## config.mk

```make
export PLATFORM = sky130hd
export DESIGN_NAME = uart_irq_ctrl
export DESIGN_NICKNAME = d
export VERILOG_FILES = /design/src/rtl/uart_irq_ctrl.sv
export SDC_FILE = /design/constraint.sdc
export NUM_CORES = 1
export LEC_CHECK = 0
export CAP_MARGIN = 20
export CELL_PAD_IN_SITES_DETAIL_PLACEMENT = 0
export CELL_PAD_IN_SITES_GLOBAL_PLACEMENT = 1
export CORE_UTILIZATION = 32
export CTS_CLUSTER_SIZE = 28
export DETAILED_ROUTE_END_ITERATION = 8
export PLACE_DENSITY = 0.94
export SETUP_SLACK_MARGIN = 0.15
export SKIP_LAST_GASP = 1
export SLEW_MARGIN = 20
export SYNTH_ARGS = -nofsm -noshare
export SYNTH_HDL_FRONTEND = slang
export SYNTH_SLANG_ARGS = --single-unit
```

## constraint.sdc

```tcl
create_clock -name clock -period 5.75 [get_ports clock]
set_input_delay 0.8625 -clock clock [delete_from_list [all_inputs] [get_ports clock]]
set_output_delay 0.8625 -clock clock [all_outputs]
set_load 0.05 [all_outputs]
```

## src/rtl/uart_irq_ctrl.sv

```systemverilog
// rtl/uart_irq_ctrl.sv - UART event latching, coalescing and interrupt generation
module uart_irq_ctrl #(
    parameter int CONFIG_WIDTH = 32,
    parameter int NUM_SRC      = 8,
    parameter int CNT_W        = 8
) (
    input  logic                    clock,
    input  logic                    reset,
    input  logic [NUM_SRC-1:0]      evt_in,
    input  logic [CONFIG_WIDTH-1:0] ir_clear,
    input  logic [CONFIG_WIDTH-1:0] ir_en,
    input  logic [CONFIG_WIDTH-1:0] conf,
    output logic [CONFIG_WIDTH-1:0] status_out,
    output logic                    irq_out,
    output logic [1:0]              irq_state
);

    typedef enum logic [1:0] {
        ST_IDLE    = 2'd0,
        ST_COLLECT = 2'd1,
        ST_FIRE    = 2'd2,
        ST_HOLD    = 2'd3
    } state_t;

    state_t                  state_q, state_d;
    logic [NUM_SRC-1:0]      pending_q, pending_d;
    logic [NUM_SRC-1:0]      overflow_q, overflow_d;
    logic [CNT_W-1:0]        cnt_q, cnt_d;
    logic [15:0]             timer_q, timer_d;
    logic                    irq_q, irq_d;
    logic [CONFIG_WIDTH-1:0] status_q, status_d;

    logic [NUM_SRC-1:0] clr;
    logic [NUM_SRC-1:0] en;
    logic [NUM_SRC-1:0] masked;
    logic               any_masked;
    logic               newev;
    logic               glb_en;
    logic               pulse_mode;
    logic [7:0]         thr_field;
    logic [CNT_W-1:0]   thr;
    logic [15:0]        timeout;
    logic [CNT_W-1:0]   cnt_inc;
    logic [15:0]        timer_inc;

    // Upper CSR bits beyond the sources and the reserved config bits are not used here
    logic unused_bits;
    assign unused_bits = ^{ir_clear[CONFIG_WIDTH-1:NUM_SRC], ir_en[CONFIG_WIDTH-1:NUM_SRC],
                           conf[7:2]};

    // Pending/overflow latching and the derived terms that feed the FSM
    always_comb begin
        clr        = ir_clear[NUM_SRC-1:0];
        en         = ir_en[NUM_SRC-1:0];
        glb_en     = conf[0];
        pulse_mode = conf[1];
        thr_field  = conf[15:8];
        timeout    = conf[31:16];
        thr        = (thr_field[CNT_W-1:0] == '0) ? CNT_W'(1) : thr_field[CNT_W-1:0];

        // An event in the same cycle as its clear wins so nothing is lost
        pending_d  = evt_in | (pending_q & ~clr);
        overflow_d = (overflow_q & ~clr) | (evt_in & pending_q & ~clr);

        masked     = pending_d & en;
        any_masked = |masked;
        newev      = |(evt_in & en);

        cnt_inc    = (cnt_q == '1) ? cnt_q : cnt_q + 1'b1;
        timer_inc  = (timer_q == '1) ? timer_q : timer_q + 1'b1;

        status_d                   = '0;
        status_d[NUM_SRC-1:0]      = pending_d;
        status_d[16 +: NUM_SRC]    = overflow_d;
    end

    // Coalescing FSM next-state; the irq line is the registered "entering/staying in FIRE"
    always_comb begin
        state_d = state_q;
        cnt_d   = cnt_q;
        timer_d = timer_q;
        if (!glb_en) begin
            state_d = ST_IDLE;
            cnt_d   = '0;
            timer_d = '0;
        end else begin
            case (state_q)
                ST_IDLE: begin
                    if (any_masked) begin
                        cnt_d   = CNT_W'(1);
                        timer_d = '0;
                        state_d = (thr == CNT_W'(1)) ? ST_FIRE : ST_COLLECT;
                    end
                end
                ST_COLLECT: begin
                    if (!any_masked) begin
                        state_d = ST_IDLE;
                        cnt_d   = '0;
                        timer_d = '0;
                    end else begin
                        timer_d = timer_inc;
                        cnt_d   = newev ? cnt_inc : cnt_q;
                        if ((cnt_d >= thr) || ((timeout != 16'd0) && (timer_inc >= timeout))) begin
                            state_d = ST_FIRE;
                        end
                    end
                end
                ST_FIRE: begin
                    if (pulse_mode) begin
                        state_d = ST_HOLD;
                    end else if (!any_masked) begin
                        state_d = ST_IDLE;
                        cnt_d   = '0;
                        timer_d = '0;
                    end
                end
                ST_HOLD: begin
                    if (!any_masked) begin
                        state_d = ST_IDLE;
                        cnt_d   = '0;
                        timer_d = '0;
                    end
                end
                default: begin
                    state_d = ST_IDLE;
                end
            endcase
        end
        irq_d = (state_d == ST_FIRE);
    end

    // All state and outputs registered, cleared asynchronously
    always_ff @(posedge clock or negedge reset) begin
        if (!reset) begin
            state_q    <= ST_IDLE;
            pending_q  <= '0;
            overflow_q <= '0;
            cnt_q      <= '0;
            timer_q    <= '0;
            irq_q      <= 1'b0;
            status_q   <= '0;
        end else begin
            state_q    <= state_d;
            pending_q  <= pending_d;
            overflow_q <= overflow_d;
            cnt_q      <= cnt_d;
            timer_q    <= timer_d;
            irq_q      <= irq_d;
            status_q   <= status_d;
        end
    end

    assign status_out = status_q;
    assign irq_out    = irq_q;
    assign irq_state  = state_q;

endmodule
```

==> run metrics, run 1 <==
Sinks on Clock Net 43; CTS buffer count 5; FP Rows 37; via count about 2900; Inst Count DP 572; Die Span X 105 um; Synth Warn # 0; arrival time worst endpoint around 3.7 ns; NumNets Final 575; Die H approximately 100 um; Compound-Gate Fraction of Synth Area between 20% and 30%; Initial Util between 30 and 40%; Setup Viol. Count Final 0; CP Class in -> reg; required time worst endpoint 5.99 ns; Worst-Skew Late Latency 0.30 ns; sw frac 31.1%; library cells used by synthesis ~60; multiplexer share of the synthesized area under 10%; fin crit share about three fifths; Gate power share 24.9%; post-CTS sizing 0; Routed Wire Length roughly 7.8 mm; min-delay src status_out[23]; Synth Area in Simple Gates roughly 23%; status complete, no violations; Peak supply drop a little over 0.00009 V; minimum clock period approximately 3.5 ns; R2R cell count 12; Reg clk slew, reported paths roughly 0.09 ns; worst reg2reg startpoint timer_q[3]; Worst setup SP type input pin; Power Density 183 nW/um2; EDFF count, synth 0; Core ar. roughly 10000 um2; Synth Area per Inst 8.94 um2; detailed-route DRC error count 0; global-route wire length before repair roughly 13 mm; Port Buf Inserts 70; Setup Skew approximately 0.0084 ns; share of layout cells above drive strength 1 10.1%; antenna viol nets, final 0; CTS H-tree depth 2; Post-CTS Setup Bufs 0; DRT iter0 DRCs ~120; Net Sw Power 0.000241 W; Yosys top cell area share about a third; relative slew slack 48.6%; clock share of power approximately a third; Layout Cells excl Fill 580; I/O Pins roughly 140; Hold WC Path Type reg -> reg; R2R Path End irq_state[0]; total grt overflow 0; Pre-antenna DRT Iters 4; cells after synthesis approximately 380; Pleak 1.94 nW; Synth area leader dfrtp_1; Vias/cell around 5.1; Main synth FF type dfrtp_1; Max Slew Vio Count 0; unrepaired setup endpoints after global routing no; CTS Hold Bufs 0; Synth-to-Final Area Change 25.6%; internal power between 0.0005 and 0.0006 W; Critical Path Sink Type flop; initial antenna violation count 0; Post-Synth Adder-Cell Area under 10%; top cells by count, synth 43 x dfrtp_1, 34 x inv_1, 27 x a21oi_1; #FFs+latches synth 43; largest net degree at the start of global routing between 40 and 50; sequential share of power between 40% and 50%; Max clock buf depth 2; Worst Tran Pin Value 0.769 ns; XOR/XNOR share of the synthesized area approximately 3.1%; Worst Path Max Fanout 7; Root Driver clkbuf_8; die area around 11000 um2; asr flop ratio synth between 90% and 100%; largest family of logic cells by synthesized area simple AND/OR/NAND/NOR gates; Total GRT Usage around 15%; global placement routability congestion 0.845; Hold Fails Final Rpt 0; drt wl/cell between 10 and 15 um; top-count cell post-synth dfrtp_1; Max Cap Viol 0; Synth area leaders dfrtp_1 32%, ha_1 9.7%, a21oi_1 4.0%; Synth Cell Area about 3400 um2; vias in the first global route around 2800; reg2reg setup slack 2.30 ns; setup TNS 0 ns; WHS Path Cells 2; WHS Endpoint status_out[23]; sequential share of the synthesized area a little under a third; FMAX 288 MHz; CTS tree done; Detailed Place HPWL slightly below 6 mm; ant diodes 0
cell type report:
class | count | area, um2
Clock inverter | 2 | 38.8
Timing Repair Buffer | 70 | 698
Fill cell | 1042 | 6050
Sequential cell | 43 | 1080
Multi-Input combinational cell | 287 | 2030
Clock buffer | 6 | 82.6
Inverter | 36 | 135
Tap cell | 136 | 170
state kept, by name, indices dropped and copies added, names as in the netlist:
name / flops
timer_q: 16
cnt_q: 8
overflow_q: 7
pending_q: 7
irq_state: 2
status_out: 2
irq_out: 1
worst max-delay path: stages:
cell             delay (ns)
clkdlybuf4s50_1        0.50
a22oi_1                0.27
nand4_1                0.23
o21a_4                 0.21
nand2b_1               0.15
and2_1                 0.14
ha_1                   0.25
nand2b_1               0.14
a211oi_1               0.23
nor3_1                 0.10
o41ai_2                0.36
and4_1                 0.24
how the worst max path moves through the flow:
stage                   start           end  slack, ns  cells past startpoint
floorplan            ir_en[3]  irq_state[0]       2.83                     11
global placement    evt_in[4]  irq_state[0]       2.00                     12
detailed placement  evt_in[4]  irq_state[0]       1.95                     12
CTS                 evt_in[4]  irq_state[0]       2.26                     12
global route        evt_in[4]  irq_state[0]       2.09                     12
finish              evt_in[4]  irq_state[0]       2.28                     12
cell usage in the layout (no fill, tap or decap), types with 3 or more instances in the layout:
master / count
a221o_1: 4
conb_1: 16
nand3_1: 10
nor4_1: 7
and4_1: 8
mux2_2: 4
clkbuf_8: 6
xor2_1: 4
or2_2: 7
a21oi_1: 27
a31oi_1: 3
nor2_1: 21
and3_1: 12
nand2b_1: 7
nand2_1: 23
o21ai_0: 12
o21ai_2: 6
a22o_1: 6
clkdlybuf4s50_1: 69
dfrtp_1: 43
nor2b_1: 8
nand4_1: 10
nor3_1: 10
inv_1: 34
a22oi_1: 4
xnor2_1: 8
a211o_1: 5
a21o_1: 3
ha_1: 26
cell families after synthesis:
| group | count (synthesis) |
|---|---|
| AND/OR/NAND/NOR | 135 |
| AO/OA/AOI/OAI | 93 |
| buffers and inverters | 62 |
| flip-flops | 43 |
| adder cells (fa/ha/maj) | 26 |
| XOR/XNOR | 12 |
| multiplexers | 5 |
| other | 1 |
power groups by stage:
stage                     clock network [W]  registers (W)  logic (W)
after detailed placement                  0       0.000329   0.000193
after global routing               0.000283       0.000325   0.000209
after CTS                          0.000268       0.000323   0.000194
after floorplan                           0       0.000358  0.0000929
after global placement                    0       0.000328   0.000190
final                              0.000259       0.000323   0.000192
layer usage:
metal	global-route usage, %	wire [um]	vias up
li1	-	-	1455
met1	19.1	3660	1384
met2	24.6	3690	94
met3	2.18	384	11
met4	4.02	105	0
met5	0	0	-
per-stage QoR:
stage	hold slack, ns	total power, W	setup slack [ns]	instance area (um2)	util [%]
floorplan	0.490	0.000451	2.83	3430	-
global placement	0.479	0.000517	2.00	4110	40.0
detailed placement	0.487	0.000522	1.95	4110	40.0
CTS	0.510	0.000785	2.26	4230	41.1
global route	0.543	0.000817	2.09	4230	41.2
finish	0.504	0.000774	2.28	4230	41.2
No activity file was read; power rests on OpenSTA's default activity.
==> run 2: changes to the inputs <==
--- a/config.mk
+++ b/config.mk
@@ -8,10 +8,10 @@
 export CAP_MARGIN = 20
 export CELL_PAD_IN_SITES_DETAIL_PLACEMENT = 0
 export CELL_PAD_IN_SITES_GLOBAL_PLACEMENT = 1
-export CORE_UTILIZATION = 32
+export CORE_UTILIZATION = 31
 export CTS_CLUSTER_SIZE = 28
 export DETAILED_ROUTE_END_ITERATION = 8
-export PLACE_DENSITY = 0.94
+export PLACE_DENSITY = 0.91
 export SETUP_SLACK_MARGIN = 0.15
 export SKIP_LAST_GASP = 1
 export SLEW_MARGIN = 20
==> constraint.sdc (replaced) <==
create_clock -name clock -period 3.5 [get_ports clock]
set_input_delay 0.525 -clock clock [delete_from_list [all_inputs] [get_ports clock]]
set_output_delay 0.525 -clock clock [all_outputs]
set_load 0.05 [all_outputs]
==> run metrics, run 2 (same netlist as run 1, synthesis figures left out) <==
status complete, no violations; Inst Count DP 581 (+1.6%); reg2reg setup slack 0.28 ns (-2.02 ns); I/O Pins 141 (unchanged); R2R Path End irq_state[0]; Vias/cell 5.09 (+0.34%); Critical-path top delay cell dfrtp_1; Die Span X 106 um (+1.6%); Critical Path Sink Type flop; Root Driver clkbuf_8; Net Sw Power 0.000381 W (+58%); Hold Fails Final Rpt 0 (unchanged); global placement routability congestion 0.830 (-1.8%); Port Buf Inserts 70 (unchanged); Routed Wire Length 8.21 mm (+4.7%); detailed-route DRC error count 0 (unchanged); setup TNS 0 ns (unchanged); arrival time worst endpoint 3.41 ns (-0.30 ns); fin crit share slightly above 90%; Max clock buf depth 2 (unchanged); relative slew slack 48.2% (-0.39 points); CTS tree done; Total GRT Usage 15.0% (+0.47 points); NumNets Final 588 (+2.3%); ant diodes 0 (unchanged); Worst Tran Pin Value 0.775 ns (+0.00581 ns); DRT iter0 DRCs 142 (+21%); unrepaired setup endpoints after global routing no; drt wl/cell 13.9 um (+2.6%); Post-DP Area 4180 um2 (+1.6%); Setup Viol. Count Final 0 (unchanged); CP Class reg -> reg; minimum clock period ~3.2 ns; vias in the first global route 3009 (+6.7%); largest net degree at the start of global routing 44 (unchanged); antenna viol nets, final 0 (unchanged); most frequent cells in the layout 69 x clkdlybuf4s50_1, 40 x dfrtp_1, 34 x inv_1, 26 x a21oi_1, 26 x ha_1; Gate power share 26.4% (+1.5 points); Hold WC Path Type in -> async; Synth-to-Final Area Change 29.9%; Sinks on Clock Net 43 (unchanged); Pre-antenna DRT Iters 4 (unchanged); internal power 0.000855 W (+60%); Setup Skew 0.0152 ns (+0.00674 ns); Post-Layout Inst Area 4380 um2 (+3.4%); sequential share of power 42.9% (+1.2 points); Worst setup SP type flop; Layout Cells excl Fill 592 (+2.1%); max reg flops 16 (unchanged); largest registers timer_q x16, cnt_q x8; Core ar. 10400 um2 (+1.4%); global-route wire length before repair 13.7 mm (+6.0%); Max Slew Vio Count 0 (unchanged); Worst-Skew Late Latency 0.30 ns (about the same); Pleak 2.00 nW (+3.2%); total grt overflow 0 (unchanged); initial antenna violation count 0 (unchanged); slowest stage delay, CP 0.45 ns (-0.05 ns); required time worst endpoint 3.69 ns (-2.30 ns); total power 0.00124 W (+60%); clock share of power 30.7% (-2.7 points); Power Density 283 nW/um2 (+54%); CTS buffer count 5 (unchanged); share of layout cells above drive strength 1 15.1% (+5.0 points); Largest Register timer_q; Detailed Place HPWL 6.25 mm (+4.7%); Reg clk slew, reported paths 0.09 ns (about the same); most common cell after layout, fill and taps aside clkdlybuf4s50_1; R2R cell count 13 (+1); Critical Path, Cell by Cell nand4_1, buf_4, nor3_2, nand3_1, nor3_2, nor2_1, ha_1, and4_1, nand3_1, a221o_1, a31oi_4, o41ai_4, and4_1; via count 3015 (+2.4%); FMAX 311 MHz; sw frac 30.8% (-0.32 points); CTS H-tree depth 2 (unchanged); Max Cap Viol 0 (unchanged); die area 11300 um2 (+3.2%); worst reg2reg startpoint timer_q[6]; FILL cells 1021 (-2.0%); Worst Path Max Fanout 6 (-1); Initial Util 32.3% (-0.44 points); Peak supply drop 0.000138 V (+50%); Die H 106 um (+1.6%); FP Rows 37 (unchanged)
==> run 2: cell types whose count changed in the layout (fill, tap and decap cells not counted), sizes merged <==
cell  previous run  this run
buf              1        14
inv             37        36
==> run 2: worst max-delay path by stage <==
stage | slack, ns | end | start
finish | 0.28 | irq_state[0] | timer_q[6]
global route | 0.13 | irq_state[0] | timer_q[6]
CTS | 0.20 | irq_state[0] | timer_q[0]
detailed placement | 0.06 | irq_state[0] | ir_en[2]
global placement | 0.12 | irq_state[0] | ir_en[2]
floorplan | 0.64 | irq_state[0] | timer_q[0]
==> run 2: metal layers <==
layer,up-vias,wire [um],track usage (%)
met5,-,0,0
met4,0,175,5.16
met3,18,238,2.21
met2,62,4340,27.3
met1,1446,3450,17.8
li1,1489,-,-
==> run 2: worst max-delay path, delay by kind of cell (launching register included) <==
kind                     cells  cell delay (ns)
AND/OR/NAND/NOR              8             1.50
adder cells (fa/ha/maj)      1             0.31
buffers and inverters        1             0.18
AO/OA/AOI/OAI                3             0.66
flip-flops                   1             0.45
==> run 2: area by class of cell <==
class	instances	area [um2]	share of cell area, %
well taps	136	170	3.89
flip-flops and latches	43	1080	24.7
multi-input cells	287	2090	47.8
repair buffers	83	796	18.2
inverters	36	135	3.09
clock inverters	1	30.0	0.686
clock buffers	6	72.6	1.66
==> run 2: power groups by stage <==
stage          Clock [W]  Sequential (W)  Combinational [W]
6_report        0.000379        0.000531           0.000326
3_3_place_gp           0        0.000539           0.000319
4_1_cts         0.000392        0.000530           0.000328
3_5_place_dp           0        0.000540           0.000326
2_1_floorplan          0        0.000589           0.000153
5_1_grt         0.000414        0.000534           0.000351
==> run 2: timing repair <==
| item | CTS | global route |
|---|---|---|
| resized for setup | 1 | 15 |
| pin swaps | 0 | 6 |
| buffers inserted | 0 | 4 |
| setup endpoints to repair | 2 | 3 |
| hold endpoints to repair | 0 | 0 |
| hold buffers | 0 | 0 |
==> run 2: through the flow <==
step,util [%],hold WS (ns),setup slack (ns)
after floorplan,-,0.229,0.637
after global placement,40.1,0.482,0.119
after detailed placement,40.1,0.484,0.0594
after CTS,41.1,0.429,0.196
after global routing,42.0,0.262,0.131
final,42.0,0.205,0.282
